===== src/rtl/lab2_pkg.sv =====
// lab2_pkg: shared constants for the serial-code transmitter lab.
//   MSG        - the 16-element message, 4 bits per element
//   digit_e    - which display digit is currently lit
//   hex_glyph  - 4-bit value to active-low {g,f,e,d,c,b,a} segment pattern
package lab2_pkg;

  localparam int MSG_LEN = 16;

  localparam logic [3:0] MSG [MSG_LEN] = '{
    4'd3, 4'd1, 4'd4, 4'd1, 4'd5, 4'd9, 4'd2, 4'd6,
    4'd5, 4'd3, 4'd5, 4'd8, 4'd9, 4'd7, 4'd9, 4'd3
  };

  // Digit order on the display: digit 0 is the rightmost anode (an[0]).
  typedef enum logic [1:0] {
    DIG_EL  = 2'd0,
    DIG_BIT = 2'd1,
    DIG_NOM = 2'd2
  } digit_e;

  function automatic logic [6:0] hex_glyph(input logic [3:0] value);
    logic [6:0] glyph;
    case (value)
      4'h0:    glyph = 7'h40;
      4'h1:    glyph = 7'h79;
      4'h2:    glyph = 7'h24;
      4'h3:    glyph = 7'h30;
      4'h4:    glyph = 7'h19;
      4'h5:    glyph = 7'h12;
      4'h6:    glyph = 7'h02;
      4'h7:    glyph = 7'h78;
      4'h8:    glyph = 7'h00;
      4'h9:    glyph = 7'h10;
      4'hA:    glyph = 7'h08;
      4'hB:    glyph = 7'h03;
      4'hC:    glyph = 7'h46;
      4'hD:    glyph = 7'h21;
      4'hE:    glyph = 7'h06;
      default: glyph = 7'h0E;
    endcase
    return glyph;
  endfunction

endpackage


===== src/rtl/btn_debounce.sv =====
// btn_debounce: two-flop synchronizer followed by a stable-level filter.
//   clk, rst_n - board clock, async active-low reset
//   tick       - divide-by-2 enable; nothing advances when low
//   raw        - raw push-button input (asynchronous)
//   level      - filtered level; flips only after the synchronized input
//                has disagreed with it for DEBOUNCE_TICKS consecutive ticks
module btn_debounce #(
  parameter logic [15:0] DEBOUNCE_TICKS = 16'd50000
) (
  input  logic clk,
  input  logic rst_n,
  input  logic tick,
  input  logic raw,
  output logic level
);

  logic        sync_p0;
  logic        sync_p1;
  logic [15:0] cnt;

  always_ff @(posedge clk or negedge rst_n) begin
    if (!rst_n) begin
      sync_p0 <= 1'b0;
      sync_p1 <= 1'b0;
      cnt     <= '0;
      level   <= 1'b0;
    end else if (tick) begin
      // synchronizer stages
      sync_p0 <= raw;
      sync_p1 <= sync_p0;
      // filter: any agreement restarts the count, so short glitches die here
      if (sync_p1 != level) begin
        if (cnt == DEBOUNCE_TICKS - 16'd1) begin
          level <= ~level;
          cnt   <= '0;
        end else begin
          cnt <= cnt + 16'd1;
        end
      end else begin
        cnt <= '0;
      end
    end
  end

endmodule


===== src/rtl/seg_mux.sv =====
// seg_mux: time-multiplexes three hex nibbles onto a 3-digit 7-segment display.
//   clk, rst_n       - board clock, async active-low reset
//   tick             - divide-by-2 enable
//   dig0/dig1/dig2   - nibble shown on an[0]/an[1]/an[2]
//   seg              - active-low {g,f,e,d,c,b,a}, combinational from the lit digit
//   an               - active-low anodes, exactly one low at any time
module seg_mux
  import lab2_pkg::*;
#(
  parameter logic [15:0] SCAN_TICKS = 16'd10000
) (
  input  logic       clk,
  input  logic       rst_n,
  input  logic       tick,
  input  logic [3:0] dig0,
  input  logic [3:0] dig1,
  input  logic [3:0] dig2,
  output logic [6:0] seg,
  output logic [2:0] an
);

  digit_e      sel;
  digit_e      sel_next;
  logic [15:0] scan_cnt;
  logic        scan_wrap;

  assign scan_wrap = (scan_cnt == SCAN_TICKS - 16'd1);

  always_ff @(posedge clk or negedge rst_n) begin
    if (!rst_n) begin
      scan_cnt <= '0;
      sel      <= DIG_EL;
    end else if (tick) begin
      scan_cnt <= scan_wrap ? 16'd0 : scan_cnt + 16'd1;
      sel      <= sel_next;
    end
  end

  always_comb begin
    sel_next = sel;
    an       = 3'b110;
    seg      = hex_glyph(dig0);
    case (sel)
      DIG_EL: begin
        an  = 3'b110;
        seg = hex_glyph(dig0);
        if (scan_wrap) sel_next = DIG_BIT;
      end
      DIG_BIT: begin
        an  = 3'b101;
        seg = hex_glyph(dig1);
        if (scan_wrap) sel_next = DIG_NOM;
      end
      DIG_NOM: begin
        an  = 3'b011;
        seg = hex_glyph(dig2);
        if (scan_wrap) sel_next = DIG_EL;
      end
      default: begin
        // unreachable encoding: recover to digit 0
        sel_next = DIG_EL;
      end
    endcase
  end

endmodule


===== src/rtl/lab2_tx_top.sv =====
// lab2_tx_top: serial-code transmitter. Each debounced click on btnU steps
// one bit (LSB first) through a 16-element, 4-bit message; btnC clears the
// position back to element 0, bit 0.
//   clk    - board clock
//   rst_n  - async active-low reset
//   btnC   - raw clear button, active-high
//   btnU   - raw click button, active-high
//   seg    - active-low segments {g,f,e,d,c,b,a}
//   an     - active-low anodes: an[0]=element value, an[1]=bit, an[2]=element index
//   led    - led[0] is the currently transmitted bit
module lab2_tx_top
  import lab2_pkg::*;
#(
  parameter logic [15:0] DEBOUNCE_TICKS = 16'd50000,
  parameter logic [15:0] SCAN_TICKS     = 16'd10000
) (
  input  logic       clk,
  input  logic       rst_n,
  input  logic       btnC,
  input  logic       btnU,
  output logic [6:0] seg,
  output logic [2:0] an,
  output logic [0:0] led
);

  logic       tick;
  logic       clr_level;
  logic       clk_level;
  logic       clk_level_d;
  logic       click;
  logic [3:0] nom;
  logic [1:0] bit_idx;
  logic [3:0] el;

  // divide-by-2 enable
  always_ff @(posedge clk or negedge rst_n) begin
    if (!rst_n) tick <= 1'b0;
    else        tick <= ~tick;
  end

  btn_debounce #(.DEBOUNCE_TICKS(DEBOUNCE_TICKS)) u_deb_clr (
    .clk   (clk),
    .rst_n (rst_n),
    .tick  (tick),
    .raw   (btnC),
    .level (clr_level)
  );

  btn_debounce #(.DEBOUNCE_TICKS(DEBOUNCE_TICKS)) u_deb_click (
    .clk   (clk),
    .rst_n (rst_n),
    .tick  (tick),
    .raw   (btnU),
    .level (clk_level)
  );

  // rising-edge detect on the filtered click level; holding gives one advance
  always_ff @(posedge clk or negedge rst_n) begin
    if (!rst_n)    clk_level_d <= 1'b0;
    else if (tick) clk_level_d <= clk_level;
  end

  assign click = clk_level & ~clk_level_d;

  // position counters; clear dominates a coincident click
  always_ff @(posedge clk or negedge rst_n) begin
    if (!rst_n) begin
      nom     <= '0;
      bit_idx <= '0;
    end else if (tick) begin
      if (clr_level) begin
        nom     <= '0;
        bit_idx <= '0;
      end else if (click) begin
        bit_idx <= bit_idx + 2'd1;
        if (bit_idx == 2'd3) nom <= nom + 4'd1;
      end
    end
  end

  assign el     = MSG[nom];
  assign led[0] = el[bit_idx];

  seg_mux #(.SCAN_TICKS(SCAN_TICKS)) u_seg_mux (
    .clk   (clk),
    .rst_n (rst_n),
    .tick  (tick),
    .dig0  (el),
    .dig1  ({2'b00, bit_idx}),
    .dig2  (nom),
    .seg   (seg),
    .an    (an)
  );

endmodule


===== config.mk =====
export PLATFORM = sky130hd
export DESIGN_NAME = lab2_tx_top
export DESIGN_NICKNAME = d
export VERILOG_FILES = /design/src/rtl/lab2_pkg.sv /design/src/rtl/btn_debounce.sv /design/src/rtl/seg_mux.sv /design/src/rtl/lab2_tx_top.sv
export SDC_FILE = /design/constraint.sdc
export NUM_CORES = 1
export LEC_CHECK = 0
export CAP_MARGIN = 20
export CORE_ASPECT_RATIO = 0.5
export CORE_MARGIN = 2
export CORE_UTILIZATION = 45
export DETAILED_ROUTE_END_ITERATION = 10
export PLACE_DENSITY = 0.64
export SLEW_MARGIN = 20
export SYNTH_ARGS = -nofsm -noshare
export SYNTH_HDL_FRONTEND = slang
export SYNTH_HIERARCHICAL = 1
export SYNTH_SLANG_ARGS = --single-unit

===== constraint.sdc =====
create_clock -name clk -period 3.1 [get_ports clk]
set_clock_uncertainty 0.2 [all_clocks]
set_input_delay 0.31 -clock clk [delete_from_list [all_inputs] [get_ports clk]]
set_output_delay 0.31 -clock clk [all_outputs]
set_load 0.05 [all_outputs]

-- Yosys cells after proc, flatten, opt, wreduce, memory -nomap -nowiden
Memories as Yosys holds them, arrays and structs flattened.
Index checks and enable logic that the tools add are counted.
- bits in read-only memories: 512
- input bits: 4
- output and inout bits: 11
- register bits after elaboration: 64
- memories kept: 5
- logic and storage cells: 71
- memory list (memory ; depth ; bits a word ; read ports ; clocked after Yosys merged registers in ; wr ports ; line ; source):
    (no name shown) ; 16 ; 7 ; 1 ; 0 ; 0 ; lab2_pkg.sv:23 ; case (value)
    (no name shown) ; 16 ; 7 ; 1 ; 0 ; 0 ; lab2_pkg.sv:23 ;
    (no name shown) ; 16 ; 7 ; 1 ; 0 ; 0 ; lab2_pkg.sv:23 ;
    (no name shown) ; 16 ; 7 ; 1 ; 0 ; 0 ; lab2_pkg.sv:23 ;
    (no name shown) ; 16 ; 4 ; 1 ; 0 ; 0 ; lab2_tx_top.sv:81 ; assign el = MSG[nom];
- $add $sub $neg: 5
- muxes and demuxes: 20
- eq/ne operators: 11
- $lt $le $gt $ge: 2
- reduce and logical (&&, ||, !) cells: 8
- bitwise logic cells: 6
- operator list (operator ; number):
    two-way mux 16 bit ; 5
    adder 16 x 1 -> 16 bit (second input constant) ; 3
    equality test 16 bit (second input constant) ; 2
    case mux 7 bit (3 select lines) ; 1
    two-way mux 4 bit ; 5
    equality test 16 x 14 -> 1 bit (second input constant) ; 1
    two-way mux 2 bit ; 5
    AND reduction 3 bit ; 3
    inequality test 2 x 1 -> 1 bit (second input constant) ; 3
    case mux 2 bit (3 select lines) ; 1
    case mux 3 bit (2 select lines) ; 1
    >= comparator 5 bit (second input constant) ; 1
    inverter 4 -> 5 bit ; 1
    adder 4 x 1 -> 4 bit (second input constant) ; 1
    equality test 2 bit (second input constant) ; 2
    inverter 1 bit ; 4
    AND reduction 4 bit ; 1
    nonzero test 2 bit ; 2
    < comparator 2 x 3 -> 1 bit (second input constant) ; 1
    adder 2 x 1 -> 2 bit (second input constant) ; 1
    binary-select mux 1 bit (select 2 bit) ; 1
    equality test 2 x 1 -> 1 bit (second input constant) ; 1
    zero test 2 bit ; 1
    inequality test 1 bit ; 2
    other kinds (3) ; 3

-- Depth between registers and ports, before layout
Gate-level depths: netlist of the first run.
- depth in word-level cells: 6
- mapped depth: 10

-- Modules after synthesis
The synthesis of the first run kept the hierarchy.
- by module, submodules not included (module ; instances ; seq. area each (sq um) ; cells each ; area an instance (sq um)):
    seg_mux ; 1 ; 450.4 ; 217 ; 1813.0
    btn_debounce (u_deb_click) ; 1 ; 475.5 ; 115 ; 1187.4
    btn_debounce (u_deb_clr) ; 1 ; 475.5 ; 113 ; 1161.1
    lab2_tx_top ; 1 ; 200.2 ; 68 ; 640.6

-- Worst setup path after synthesis of the first run
No wires, ideal clock.
- kind: flip-flop to output port
- start: register nom[0]
- end: output seg[3]
- cell stages (with the launch flop): 10
- arrival: 2829 ps
- slack: -239 ps
- required time: 2590 ps
- cell sequence: dfrtp_1 -> inv_1 -> ha_1 -> mux4_2 -> inv_1 -> ha_1 -> inv_1 -> mux4_2 -> nor2_1 -> a21oi_1
- word-level cells in the longest chain between the ends: 6
- elaborated cells between the ends (all ways): 8
- classes of those cells: mux (3); bitwise (1); memory (4)
- RTL lines (element ; line ; source):
    from (decl) ; lab2_tx_top.sv:31 ; logic [3:0] nom;
    from (signal assigned) ; lab2_tx_top.sv:76 ; if (bit_idx == 2'd3) nom <= nom + 4'd1;
    inverter 4 -> 5 bit (not written as such) (*) ; lab2_tx_top.sv:81 ;
    memory (16 x 4 bit) (*) ; -- ;
    two-way mux 4 bit (not written as such) (*) (2 in a row) ; lab2_tx_top.sv:81 ;
    net el[1] ; lab2_tx_top.sv:33 ; logic [3:0] el;
    memory (16 x 7 bit) ; -- ;
    case mux 7 bit (3 select lines) (*) ; seg_mux.sv:43 ; case (sel)
    to (decl) ; lab2_tx_top.sv:21 ; output logic [6:0] seg,
Mark *: on every way through the listed nets, which the timed path passes. The rest lies on a longest branch. The select of a mux whose other input is x is not followed.

-- Worst setup path after layout of the first run
Ends and elaborated chain as after synthesis.

==> impl_metrics.py, run 1 <==
metrics = {
    "placement": {
        "gp_congestion": 0.823,
        "placed_cell_area_um2": 5090,
        "place_inst": 652,
        "hpwl_um": 6820,
        "portBuffers": 14,
    },
    "clock_network": {
        "cts_tree": "yes",
        "clkSinkCount": 64,
        "htreeDepth": 3,
        "root_buffer": "clkbuf_16",
        "clock_path_buffers": 2,
        "cts_inserted_buffers": 9,
        "clk_pin_slew_ns": 0.05,
        "clk_latency_ns": 0.33,
    },
    "sta": {
        "rsz0062_at_grt": "yes",
        "drv_slew": 0,
        "final-hold-violation-count": 0,
        "setup_viol": 0,
        "worstMarginPinSlew_ns": 0.918,
        "slew_headroom": 0.388,
        "max_freq_mhz": 323,
        "fin_crit_sh": 1.00,
        "finalCriticalPeriod_ns": 3.10,
        "whs_ns": 0.290,
    },
    "critical_path": {
        "critPathMaxFanout": 5,
        "max_stage_delay_ns": 0.53,
        "cp-end-kind": "output port",
        "cp_data_arrival_time_ns": 2.59,
        "worstSetupPathType": "reg -> out",
        "cp-start-kind": "flip-flop",
        "r2r_end": "u_deb_click/cnt[11]",
        "path_cells": "buf_6 -> ha_4 -> mux4_2 -> inv_4 -> ha_4 -> inv_2 -> mux4_2 -> nor2_2 -> a21oi_2 -> buf_6",
        "crit_required_ns": 2.59,
        "slowest_stage": "mux4_2",
        "timing.rr.start": "u_deb_click/cnt[0]",
        "reg2reg_slack_ns": 0.63,
        "reg2reg_depth": 5,
    },
    "floorplan": {
        "start_util": 0.467,
        "die_x_um": 150,
        "coreArea_um2": 10300,
        "num_rows": 26,
        "die_area_um2": 11600,
        "io_pins": 15,
        "die_h_um": 77.0,
    },
    "cells_and_area": {
        "drive_gt1_frac": 0.193,
        "fin_nets": 573,
        "diodes": 0,
        "final-instance-count-excl-fill": 678,
        "stdcell_area_um2": 5570,
        "fin_util": 0.542,
        "syn_to_final_growth_pct": 16.1,
    },
    "pwr": {
        "power_mw": 1.94,
        "ir_drop_mv": 0.268,
        "p_per_area_nw_per_um2": 347,
        "p_leak_nw": 2.29,
    },
    "logic_synthesis": {
        "synthFlopType": "dfrtp_1",
        "ys_ff_latch": 64,
        "synth-edff-count": 0,
        "yosysSeqAreaShare": 0.334,
        "synth-async-reset-ratio": 1.00,
        "yosysWarnings": 6,
        "synth_area_um2": 4800,
        "synth_cells": 513,
        "synth.distinct_cells": 72,
        "avgSynthCellArea_um2": 9.36,
    },
    "route": {
        "avgViaCountPerCell": 5.70,
        "drt-total-wl_um": 10000,
        "wl_per_cell_um": 14.7,
        "route.detailed.drc": 0,
        "drtPass1Iterations": 5,
        "ant_nets": 0,
        "vias": 3864,
        "drt_iter0_drc": 228,
    },
    "grt": {
        "grt_pass1_wl_um": 17700,
        "antenna_found_initial": 0,
        "grt.overflow.total": 0,
        "grt_pass1_vias": 3710,
        "grt_max_degree": 65,
        "grt_usage": 0.189,
    },
    "hold_path": {
        "hp-class": "reg -> reg",
        "hp-start": "u_seg_mux/scan_cnt[15]",
        "min_path_cells": 1,
        "hold_end": "u_seg_mux/scan_cnt[15]",
    },
    "run_status": {
        "status": "finished, final reports clean",
    },
    "run": {
        "maxCapViolCount": 0,
    },
}
-- cell usage after synthesis, types with 11 or more instances --
library cell	instances	share of area
dfrtp_1	64	0.33
nand2_1	37	0.029
ha_1	36	0.094
inv_1	32	0.025
nor2_1	32	0.025
nor3_1	19	0.020
nand3_1	17	0.018
o21ai_0	16	0.017
nand2b_1	14	0.018
a21oi_1	12	0.013
nor4_1	12	0.016
a31oi_1	11	0.014
xnor2_1	11	0.020
-- through the flow --
| step | setup TNS, ns | setup WS [ns] |
|---|---|---|
| 2_1_floorplan | 0 | 0.0545 |
| 3_3_place_gp | 0 | 0.229 |
| 3_5_place_dp | 0 | 0.149 |
| 4_1_cts | -0.0235 | -0.0213 |
| 5_1_grt | -0.437 | -0.103 |
| 6_report | 0 | 0.00137 |
-- kinds of logic after synthesis --
family / after synthesis / share of synthesized area
simple gates: 200 / 0.249
mux: 22 / 0.0610
other cells: 1 / 0.000781
compound gates: 113 / 0.169
xor+xnor: 15 / 0.0274
buf+inv: 62 / 0.0654
fa+ha+maj: 36 / 0.0938
flops: 64 / 0.334
-- state kept, by name (all words and copies together) (netlist names), 2 cells and up --
| signal | flops |
|---|---|
| bit_idx | 2 |
| nom | 4 |
| u_deb_click/cnt | 16 |
| u_deb_clr/cnt | 16 |
| u_seg_mux/scan_cnt | 16 |
| u_seg_mux/sel | 2 |
-- timing repair --
item	4_1_cts	5_1_grt
pin swaps	4	3
hold endpoints to repair	1	0
buffers inserted	9	0
hold buffers	1	0
cloned	0	0
setup endpoints to repair	7	7
resized for setup	12	20
-- worst max-delay path: cells and delay by family, from the launching register on --
kind            cells  cell delay [ns]
compound gates      1             0.04
fa+ha+maj           2             0.28
buf+inv             4             0.45
flops               1             0.41
mux                 2             0.98
simple gates        1             0.11
-- area by class of cell --
| cell class | instances | area, µm² |
|---|---|---|
| Clock buffer | 11 | 243 |
| Multi-Input combinational cell | 392 | 3040 |
| Inverter | 32 | 123 |
| Clock inverter | 5 | 56.3 |
| Tap cell | 140 | 175 |
| Fill cell | 958 | 4710 |
| Timing Repair Buffer | 34 | 338 |
| Sequential cell | 64 | 1600 |
-- per-layer routing --
metal  share of wire  vias up  global-route usage
met1            0.50     1857               0.258
met2            0.45       61               0.293
met4           0.020        0              0.0717
li1                -     1931                   -
met5               0        -                   0
met3           0.032       15              0.0429
-- where the power goes --
part,internal [mW],leakage (nW),total (mW),switching (mW)
clock,0.642,0.145,1.00,0.363
combinational,0.0268,1.29,0.0718,0.0450
sequential,0.846,0.863,0.859,0.0125
total,1.52,2.29,1.94,0.420
-- cell usage in the layout (no fill, tap or decap), drive strengths merged, types with 5 or more instances in the layout --
cell and n:
nor3 19, nand4 12, nand2b 14, nor3b 6, ha 36, and3 9, clkbuf 11, o21ai 19
o21a 8, clkdlybuf4s50 5, nor4b 7, a22o 6, a21oi 12, a211oi 6, o311ai 7, xnor2 11
mux2i 9, nand3 18, o22a 8, conb 6, and4 5, mux2 9, nand2 39, o31ai 7
nor4 15, a31oi 11, buf 28, inv 32, a21o 5, nor2 32, dfrtp 64
-- how the worst max path moves through the flow --
| stage | start | to | depth (start not counted) |
|---|---|---|---|
| 6_report | nom[0] | seg[3] | 10 |
| 5_1_grt | nom[0] | seg[3] | 10 |
| 4_1_cts | nom[0] | seg[3] | 10 |
| 3_5_place_dp | nom[0] | seg[3] | 11 |
| 3_3_place_gp | nom[0] | seg[3] | 10 |
| 2_1_floorplan | nom[0] | seg[2] | 9 |
(Power assumes the default switching activity.)
==> run 2, diff against run 1 <==
--- a/config.mk
+++ b/config.mk
@@ -10,7 +10,8 @@
 export CORE_MARGIN = 2
 export CORE_UTILIZATION = 45
 export DETAILED_ROUTE_END_ITERATION = 10
-export PLACE_DENSITY = 0.64
+export DONT_BUFFER_PORTS = 1
+export PLACE_DENSITY = 0.63
 export SLEW_MARGIN = 20
 export SYNTH_ARGS = -nofsm -noshare
 export SYNTH_HDL_FRONTEND = slang
==> impl_metrics.py, run 2 (same netlist as run 1, synthesis figures left out) <==
metrics = {
    "run": {
        "maxCapViolCount": 0,
    },
    "route": {
        "avgViaCountPerCell": 5.72,
        "route.detailed.drc": 0,
        "drt_iter0_drc": 276,
        "wl_per_cell_um": 14.6,
        "drt-total-wl_um": 9870,
        "drtPass1Iterations": 5,
        "vias": 3861,
        "ant_nets": 0,
    },
    "clock_network": {
        "clkSinkCount": 64,
        "clk_latency_ns": 0.33,
        "cts_tree": "yes",
        "root_buffer": "clkbuf_16",
        "cts_inserted_buffers": 9,
        "htreeDepth": 3,
        "clock_path_buffers": 2,
        "clk_pin_slew_ns": 0.05,
    },
    "grt": {
        "grt_max_degree": 65,
        "grt_pass1_vias": 3557,
        "grt.overflow.total": 0,
        "grt_usage": 0.185,
        "antenna_found_initial": 0,
        "grt_pass1_wl_um": 17300,
    },
    "floorplan": {
        "start_util": 0.467,
        "die_area_um2": 11600,
        "die_h_um": 77.0,
        "num_rows": 26,
        "io_pins": 15,
        "die_x_um": 150,
        "coreArea_um2": 10300,
    },
    "hold_path": {
        "hp-start": "u_seg_mux/scan_cnt[15]",
        "min_path_cells": 1,
        "hp-class": "reg -> reg",
        "hold_end": "u_seg_mux/scan_cnt[15]",
    },
    "placement": {
        "hpwl_um": 6800,
        "portBuffers": 0,
        "gp_congestion": 0.832,
    },
    "critical_path": {
        "timing.rr.start": "u_seg_mux/scan_cnt[0]",
        "max_stage_delay_ns": 0.52,
        "reg2reg_slack_ns": 0.71,
        "worstSetupPathType": "reg -> out",
        "r2r_end": "u_seg_mux/sel[0]",
        "cp-start-kind": "flip-flop",
        "cp-end-kind": "output port",
        "crit_required_ns": 2.59,
        "reg2reg_depth": 5,
        "path_cells": "buf_6 -> ha_4 -> mux4_2 -> inv_2 -> ha_4 -> inv_2 -> mux4_2 -> nor2_2 -> a21oi_2 -> buf_12",
        "critPathMaxFanout": 5,
        "startpoint": "nom[0]",
        "slowest_stage": "mux4_2",
        "cp_data_arrival_time_ns": 2.64,
    },
    "pwr": {
        "power_mw": 1.98,
        "ir_drop_mv": 0.281,
        "p_per_area_nw_per_um2": 357,
        "p_leak_nw": 2.29,
    },
    "run_status": {
        "violations": "setup timing",
        "status": "finished, violations left",
    },
    "cells_and_area": {
        "reg.largest.list": "u_deb_click/cnt (16), u_deb_clr/cnt (16), u_seg_mux/scan_cnt (16)",
        "syn_to_final_growth_pct": 15.7,
        "fin_nets": 571,
        "layout_common_cells": "dfrtp_1, nand2_1, ha_1",
        "multi_input_area_um2": 3020,
        "fill_cells": 942,
        "drive_gt1_frac": 0.179,
        "final_common_cell": "dfrtp_1",
        "diodes": 0,
        "fin_util": 0.540,
        "regArea_um2": 1600,
    },
    "sta": {
        "setup_viol": 2,
        "slew_headroom": 0.480,
        "max_freq_mhz": 317,
        "fin_crit_sh": 1.02,
        "rsz0062_at_grt": "yes",
        "finalCriticalPeriod_ns": 3.15,
        "worstMarginPinSlew_ns": 0.780,
        "drv_slew": 0,
        "setup_ws_ns": -0.0512,
        "final-hold-violation-count": 0,
    },
}
==> run 2: worst max-delay path, delay by kind of cell (launching register included) <==
family / cells / cell delay, ns
multiplexers: 2 / 0.97
buffers and inverters: 4 / 0.48
AO/OA/AOI/OAI: 1 / 0.06
AND/OR/NAND/NOR: 1 / 0.10
flip-flops: 1 / 0.42
adder cells (fa/ha/maj): 2 / 0.28
==> run 2: per-layer routing <==
layer  up-vias  part of all wire  GRT usage
li1       1936                 -          -
met1      1842              0.50      0.254
met2        69              0.44      0.289
met3        14             0.037     0.0435
met4         0             0.015     0.0613
met5         -                 0          0
==> run 2: what timing repair did <==
action / 4_1_cts / 5_1_grt
setup endpoints to repair: 6 / 7
resized for setup: 16 / 8
pin swaps: 3 / 5
hold buffers: 4 / 0
hold endpoints to repair: 66 / 0
buffers inserted: 9 / 0
==> run 2: area by class of cell <==
class / count / area share
Clock inverter: 3 / 0.0122
Multi-Input combinational cell: 392 / 0.543
Timing Repair Buffer: 32 / 0.0601
Inverter: 32 / 0.0216
Clock buffer: 12 / 0.0426
Sequential cell: 64 / 0.289
Tap cell: 140 / 0.0315
==> run 2: where the power goes <==
group | total (mW) | switching [mW] | internal, mW
Sequential | 0.860 | 0.0131 | 0.847
Combinational | 0.0753 | 0.0464 | 0.0289
Clock | 1.05 | 0.349 | 0.699
==> run 2: worst max path at each step <==
stage                         to  slack [ns]  depth (start not counted)
after floorplan           seg[2]        0.05                          9
after global placement    seg[3]        0.20                         10
after detailed placement  seg[6]        0.14                          9
after CTS                 seg[3]       -0.07                         10
after global routing      seg[3]       -0.14                         10
final                     seg[3]       -0.05                         10
==> run 2: per-stage QoR <==
step / hold WS (ns) / setup WS, ns / TNS (ns) / cells / cell area [µm²]
2_1_floorplan: -0.186 / 0.0545 / 0 / 518 / 4850
6_report: 0.277 / -0.0512 / -0.0633 / 675 / 5550
4_1_cts: 0.282 / -0.0723 / -0.235 / 675 / 5530
3_5_place_dp: -0.182 / 0.138 / 0 / 647 / 5040
5_1_grt: 0.300 / -0.136 / -0.680 / 675 / 5550
3_3_place_gp: -0.182 / 0.203 / 0 / 647 / 5040
==> run 3, diff against run 2 <==
--- a/config.mk
+++ b/config.mk
@@ -11,7 +11,7 @@
 export CORE_UTILIZATION = 45
 export DETAILED_ROUTE_END_ITERATION = 10
 export DONT_BUFFER_PORTS = 1
-export PLACE_DENSITY = 0.63
+export PLACE_DENSITY_LB_ADDON = 0.12
 export SLEW_MARGIN = 20
 export SYNTH_ARGS = -nofsm -noshare
 export SYNTH_HDL_FRONTEND = slang
==> impl_metrics.py, run 3 (same netlist as run 1, synthesis figures left out) <==
metrics = {
    "hold_path": {
        "min_path_cells": 1,
        "hold_end": "u_seg_mux/scan_cnt[15]",
        "hp-start": "u_seg_mux/scan_cnt[15]",
        "hp-class": "reg -> reg",
    },
    "critical_path": {
        "cp-start-kind": "flip-flop",
        "max_stage_delay_ns": 0.53,
        "cp_data_arrival_time_ns": 2.62,
        "cp-end-kind": "output port",
        "timing.rr.start": "u_seg_mux/scan_cnt[0]",
        "slowest_stage": "mux4_2",
        "r2r_end": "u_seg_mux/sel[0]",
        "reg2reg_slack_ns": 0.69,
        "critPathMaxFanout": 5,
        "path_cells": "buf_6 -> ha_4 -> mux4_2 -> inv_4 -> ha_4 -> inv_2 -> mux4_2 -> nor2_2 -> a21oi_2 -> buf_12",
        "reg2reg_depth": 5,
        "crit_required_ns": 2.59,
        "worstSetupPathType": "reg -> out",
    },
    "cells_and_area": {
        "diodes": 0,
        "final_common_cell": "dfrtp_1",
        "reg.largest.list": "u_deb_click/cnt (16), u_deb_clr/cnt (16), u_seg_mux/scan_cnt (16)",
        "layout_common_cells": "dfrtp_1, nand2_1, nor2_1",
        "drive_gt1_frac": 0.194,
        "fin_util": 0.541,
        "stdcell_area_um2": 5570,
        "syn_to_final_growth_pct": 15.9,
        "fin_nets": 575,
        "final-instance-count-excl-fill": 680,
    },
    "placement": {
        "post-place-ws_ns": 0.128,
        "portBuffers": 0,
        "place_inst": 649,
        "gp_congestion": 0.809,
        "placed_cell_area_um2": 5060,
        "hpwl_um": 6790,
    },
    "route": {
        "drt_iter0_drc": 279,
        "drt-total-wl_um": 10100,
        "wl_per_cell_um": 14.9,
        "ant_nets": 0,
        "route.detailed.drc": 0,
        "vias": 3880,
        "drtPass1Iterations": 6,
        "avgViaCountPerCell": 5.71,
    },
    "pwr": {
        "p_seq_frac": 0.458,
        "p_switching_mw": 0.438,
        "cellInternalPower_mw": 1.44,
        "swShare": 0.233,
        "pwr-share-clk": 0.502,
        "power_mw": 1.88,
        "p_leak_nw": 2.29,
        "combPwrFrac": 0.041,
        "p_per_area_nw_per_um2": 337,
        "ir_drop_mv": 0.321,
    },
    "grt": {
        "grt.overflow.total": 0,
        "antenna_found_initial": 0,
        "grt_pass1_vias": 3640,
        "grt_max_degree": 65,
        "grt_pass1_wl_um": 17600,
        "grt_usage": 0.187,
    },
    "sta": {
        "drv_slew": 0,
        "max_freq_mhz": 319,
        "setup_ws_ns": -0.0341,
        "worstMarginPinSlew_ns": 0.624,
        "finalCriticalPeriod_ns": 3.13,
        "fin_crit_sh": 1.01,
        "final-hold-violation-count": 0,
        "whs_ns": 0.289,
        "rsz0062_at_grt": "yes",
        "setup_viol": 1,
        "slew_headroom": 0.584,
        "totalNegativeSetupSlack_ns": -0.0341,
    },
    "run_status": {
        "status": "finished, violations left",
        "violations": "setup timing",
    },
    "floorplan": {
        "coreArea_um2": 10300,
        "die_h_um": 77.0,
        "die_x_um": 150,
        "num_rows": 26,
        "die_area_um2": 11600,
        "start_util": 0.467,
        "io_pins": 15,
    },
    "clock_network": {
        "clk_latency_ns": 0.33,
        "root_buffer": "clkbuf_16",
        "cts_tree": "yes",
        "htreeDepth": 3,
        "clk_pin_slew_ns": 0.06,
        "clock_path_buffers": 2,
        "clkSinkCount": 64,
        "cts_inserted_buffers": 9,
    },
    "run": {
        "maxCapViolCount": 0,
    },
}
-- run 3: cell count changes in the layout (fill, tap and decap cells not counted), moves of 2 or more --
cell | previous run | this run
buf_4 | 22 | 26
clkbuf_1 | 3 | 0
bufinv_16 | 2 | 0
clkinv_4 | 0 | 2
clkinvlp_4 | 1 | 3
-- run 3: what timing repair did --
| action | in CTS | in global routing |
|---|---|---|
| endpoints found under the setup margin | 6 | 6 |
| setup buffers | 8 | 3 |
| endpoints found under the hold margin | 66 | 0 |
| pin swaps | 4 | 4 |
| gates cloned | 0 | 0 |
| hold buffers | 4 | 0 |
| resized for setup | 18 | 8 |
-- run 3: worst max path at each step --
stage                start     end  slack (ns)  cells past startpoint
finish              nom[0]  seg[3]       -0.03                     10
global route        nom[1]  seg[3]       -0.14                     11
CTS                 nom[0]  seg[3]       -0.07                     10
detailed placement  nom[0]  seg[3]        0.13                     10
global placement    nom[0]  seg[3]        0.17                     10
floorplan           nom[0]  seg[2]        0.05                      9
-- run 3: layout make-up --
type	count	area [µm²]
Clock inverter	6	45.0
Fill cell	916	4710
Sequential cell	64	1600
Tap cell	140	175
Multi-Input combinational cell	392	3020
Inverter	32	123
Clock buffer	10	239
Timing Repair Buffer	36	364
-- run 3: worst max-delay path: cells and delay by family (launching register included) --
kind | cells | cell delay [ns]
DFF | 1 | 0.41
and+or+nand+nor | 1 | 0.11
AOI/OAI and AO/OA | 1 | 0.06
buffers and inverters | 4 | 0.46
adders and majority gates | 2 | 0.27
muxes | 2 | 0.98
-- run 3: layer usage --
| metal | GRT usage | share of wire | wire length (µm) | up-vias |
|---|---|---|---|---|
| li1 | - | - | - | 1947 |
| met1 | 0.265 | 0.52 | 5240 | 1851 |
| met2 | 0.290 | 0.44 | 4470 | 71 |
| met3 | 0.0393 | 0.029 | 293 | 11 |
| met4 | 0.0500 | 0.012 | 125 | 0 |
| met5 | 0 | 0 | 0 | - |
-- run 3: power by group through the flow --
stage	registers (mW)	logic, mW	clock network (mW)
2_1_floorplan	0.871	0.0455	0
6_report	0.859	0.0767	0.941
4_1_cts	0.859	0.0762	0.973
3_5_place_dp	0.873	0.0510	0
3_3_place_gp	0.873	0.0505	0
5_1_grt	0.861	0.0878	1.01
==> variant (flow settings as in run 2) <==
Reset style: synchronous (`rst_n`), changed in 5 clocked blocks. Comments in the files are not updated.
--- a/src/rtl/btn_debounce.sv
+++ b/src/rtl/btn_debounce.sv
@@ -20,3 +20,3 @@
 
-  always_ff @(posedge clk or negedge rst_n) begin
+  always_ff @(posedge clk) begin
     if (!rst_n) begin
--- a/src/rtl/seg_mux.sv
+++ b/src/rtl/seg_mux.sv
@@ -28,3 +28,3 @@
 
-  always_ff @(posedge clk or negedge rst_n) begin
+  always_ff @(posedge clk) begin
     if (!rst_n) begin
--- a/src/rtl/lab2_tx_top.sv
+++ b/src/rtl/lab2_tx_top.sv
@@ -35,3 +35,3 @@
   // divide-by-2 enable
-  always_ff @(posedge clk or negedge rst_n) begin
+  always_ff @(posedge clk) begin
     if (!rst_n) tick <= 1'b0;
@@ -57,3 +57,3 @@
   // rising-edge detect on the filtered click level; holding gives one advance
-  always_ff @(posedge clk or negedge rst_n) begin
+  always_ff @(posedge clk) begin
     if (!rst_n)    clk_level_d <= 1'b0;
@@ -65,3 +65,3 @@
   // position counters; clear dominates a coincident click
-  always_ff @(posedge clk or negedge rst_n) begin
+  always_ff @(posedge clk) begin
     if (!rst_n) begin
Formal check against the unedited RTL: no difference found for any inputs over 10 cycles, from zero or initial values and one cycle with rst_n low; that may be too few to reach the edited logic, so the function may still have changed.
==> variant against run 2 <==
Power down 4.4%; worst setup slack better by 0.084 ns; global-route usage up 0.15 points; sequential cell count unchanged; count of clock-buffer cells in the layout down 2; via count up 1.8%; design area down 4.8%; synthesized area down 6.2%; worst hold slack worse by 0.24 ns; routed wire length down 2.2%; critical path type unchanged; largest power group unchanged.
==> variant: results (changes against run 2) <==
| Metric | Value |
|---|---|
| Status | finished, final reports clean |
| Worst slack, placed | 0.151 ns (+0.0136 ns) |
| Met2 WL | 4.14 mm (-5.6%) |
| Met3 WL | 276 um (-25%) |
| Root Driver | clkbuf_16 |
| Gpl congestion | 0.852 (+2.4%) |
| Vias/cell | 5.44 (-5.0%) |
| Distinct cell type count after synthesis | 72 (unchanged) |
| Largest net degree at the start of global routing | 21 (-68%) |
| Placed cell areas | 4810 sq um (-4.5%) |
| Seq/Total Area, Yosys | 0.284 (-0.0491) |
| Ranking of synthesized cells by area | dfxtp_1 (28%), ha_1 (9.7%), nand2_1 (4.1%), mux2i_1 (4.0%), nand3_1 (3.9%) |
| Final net count | 622 (+8.9%) |
| # fillers | 884 (-6.2%) |
| Share of layout cells above drive strength 1 | 0.158 (-0.0213) |
| Fraction of registers with async set/reset | 0 (-1.00) |
| Iter 0 DRT Violations | 351 (+27%) |
| CP Data Arrival Time | 2.56 ns (-0.08 ns) |
| DRT Wirelength | 9.65 mm (-2.2%) |
| Commonest cells post-synth | dfxtp_1 (64), nand2_1 (49), nor2_1 (45) |
| Hold WC Path Type | input port to register |
| WL met1 | 5.13 mm (+3.2%) |
| Rel. slew slack | 0.474 (-0.00636) |
| GRT Total Usage | 0.187 (+0.00148) |
| Number of global-route vias before repair | 3,544 (-0.37%) |
| First-pass GRT wire length | 16.6 mm (-4.1%) |
| CP Max Fanout | 6 (+1) |
| HPWL after DPL | 6.72 mm (-1.2%) |
| IO Port Bufs | 0 (unchanged) |
| DRT Pass-1 Iters | 4 (-1) |
| Peak supply drop | 0.262 mV (-6.9%) |
| Leakage | 1.84 nW (-20%) |
## variant: per-stage QoR
stage	util	TNS (ns)	hold WS, ns	std cells	total power, mW
floorplan	-	0	0.225	561	0.919
global placement	0.503	0	0.237	694	0.929
detailed placement	0.503	0	0.245	694	0.930
CTS	0.540	0	0.0262	716	1.92
global route	0.552	-0.199	0.0411	723	1.96
finish	0.552	0	0.0414	723	1.90
## variant: timing repair
item | 4_1_cts | 5_1_grt
hold buffers | 4 | 0
resized for setup | 7 | 16
buffers inserted | 2 | 7
setup endpoints to repair | 7 | 7
pin swaps | 0 | 7
hold endpoints to repair | 16 | 0
## variant: layer usage
layer  vias up  GRT usage
li1       2060          -
met1      1810      0.256
met2        50      0.299
met3        10     0.0430
met4         0     0.0577
met5         -          0
## variant: kinds of logic (layout without fill, tap and decap cells)
family,count (synthesis),count (layout),synth area share
AOI/OAI and AO/OA,119,119,0.175
xor gates and xnor gates,17,17,0.0330
adders and majority gates,35,35,0.0972
buffers and inverters,63,90,0.0647
DFF,64,64,0.284
muxes,22,22,0.0608
other,1,6,0.000832
and+or+nand+nor,235,235,0.284
## variant: report_power, final
part	internal, mW	leakage (nW)	switching (mW)	total [mW]
logic	0.0322	1.18	0.0489	0.0811
registers	0.829	0.518	0.00958	0.838
clock network	0.617	0.138	0.359	0.976
total	1.48	1.84	0.417	1.90
## variant: layout make-up
| class | instances | area share |
|---|---|---|
| multi-input combinational | 434 | 0.576 |
| sequential | 64 | 0.244 |
| timing repair buffer | 33 | 0.0630 |
| clock buffer | 10 | 0.0433 |
| tap | 135 | 0.0320 |
| inverter | 41 | 0.0305 |
| clock inverter | 6 | 0.0114 |
## variant: critical path: cells and delay by family, from the launching register on
family / cells / cell delay, ns
buffers and inverters: 4 / 0.38
AND/OR/NAND/NOR: 1 / 0.13
adder cells (fa/ha/maj): 2 / 0.28
AO/OA/AOI/OAI: 1 / 0.06
flip-flops: 1 / 0.39
multiplexers: 2 / 0.97
## variant: path summary, 6_finish.rpt
| kind | startpoint | end | slack [ns] | cells past startpoint |
|---|---|---|---|---|
| max | nom[0]$_SDFFE_PN0P_ | seg[3] | 0.03 | 10 |
| min | rst_n | u_seg_mux/scan_cnt[13]$_SDFFE_PN0P_ | 0.04 | 2 |
| min reg2reg | u_deb_clr/cnt[15]$_SDFFE_PN0P_ | u_deb_clr/cnt[15]$_SDFFE_PN0P_ | 0.26 | 1 |
| max reg2reg | u_deb_click/cnt[10]$_SDFFE_PN0P_ | u_deb_click/cnt[12]$_SDFFE_PN0P_ | 0.77 | 5 |
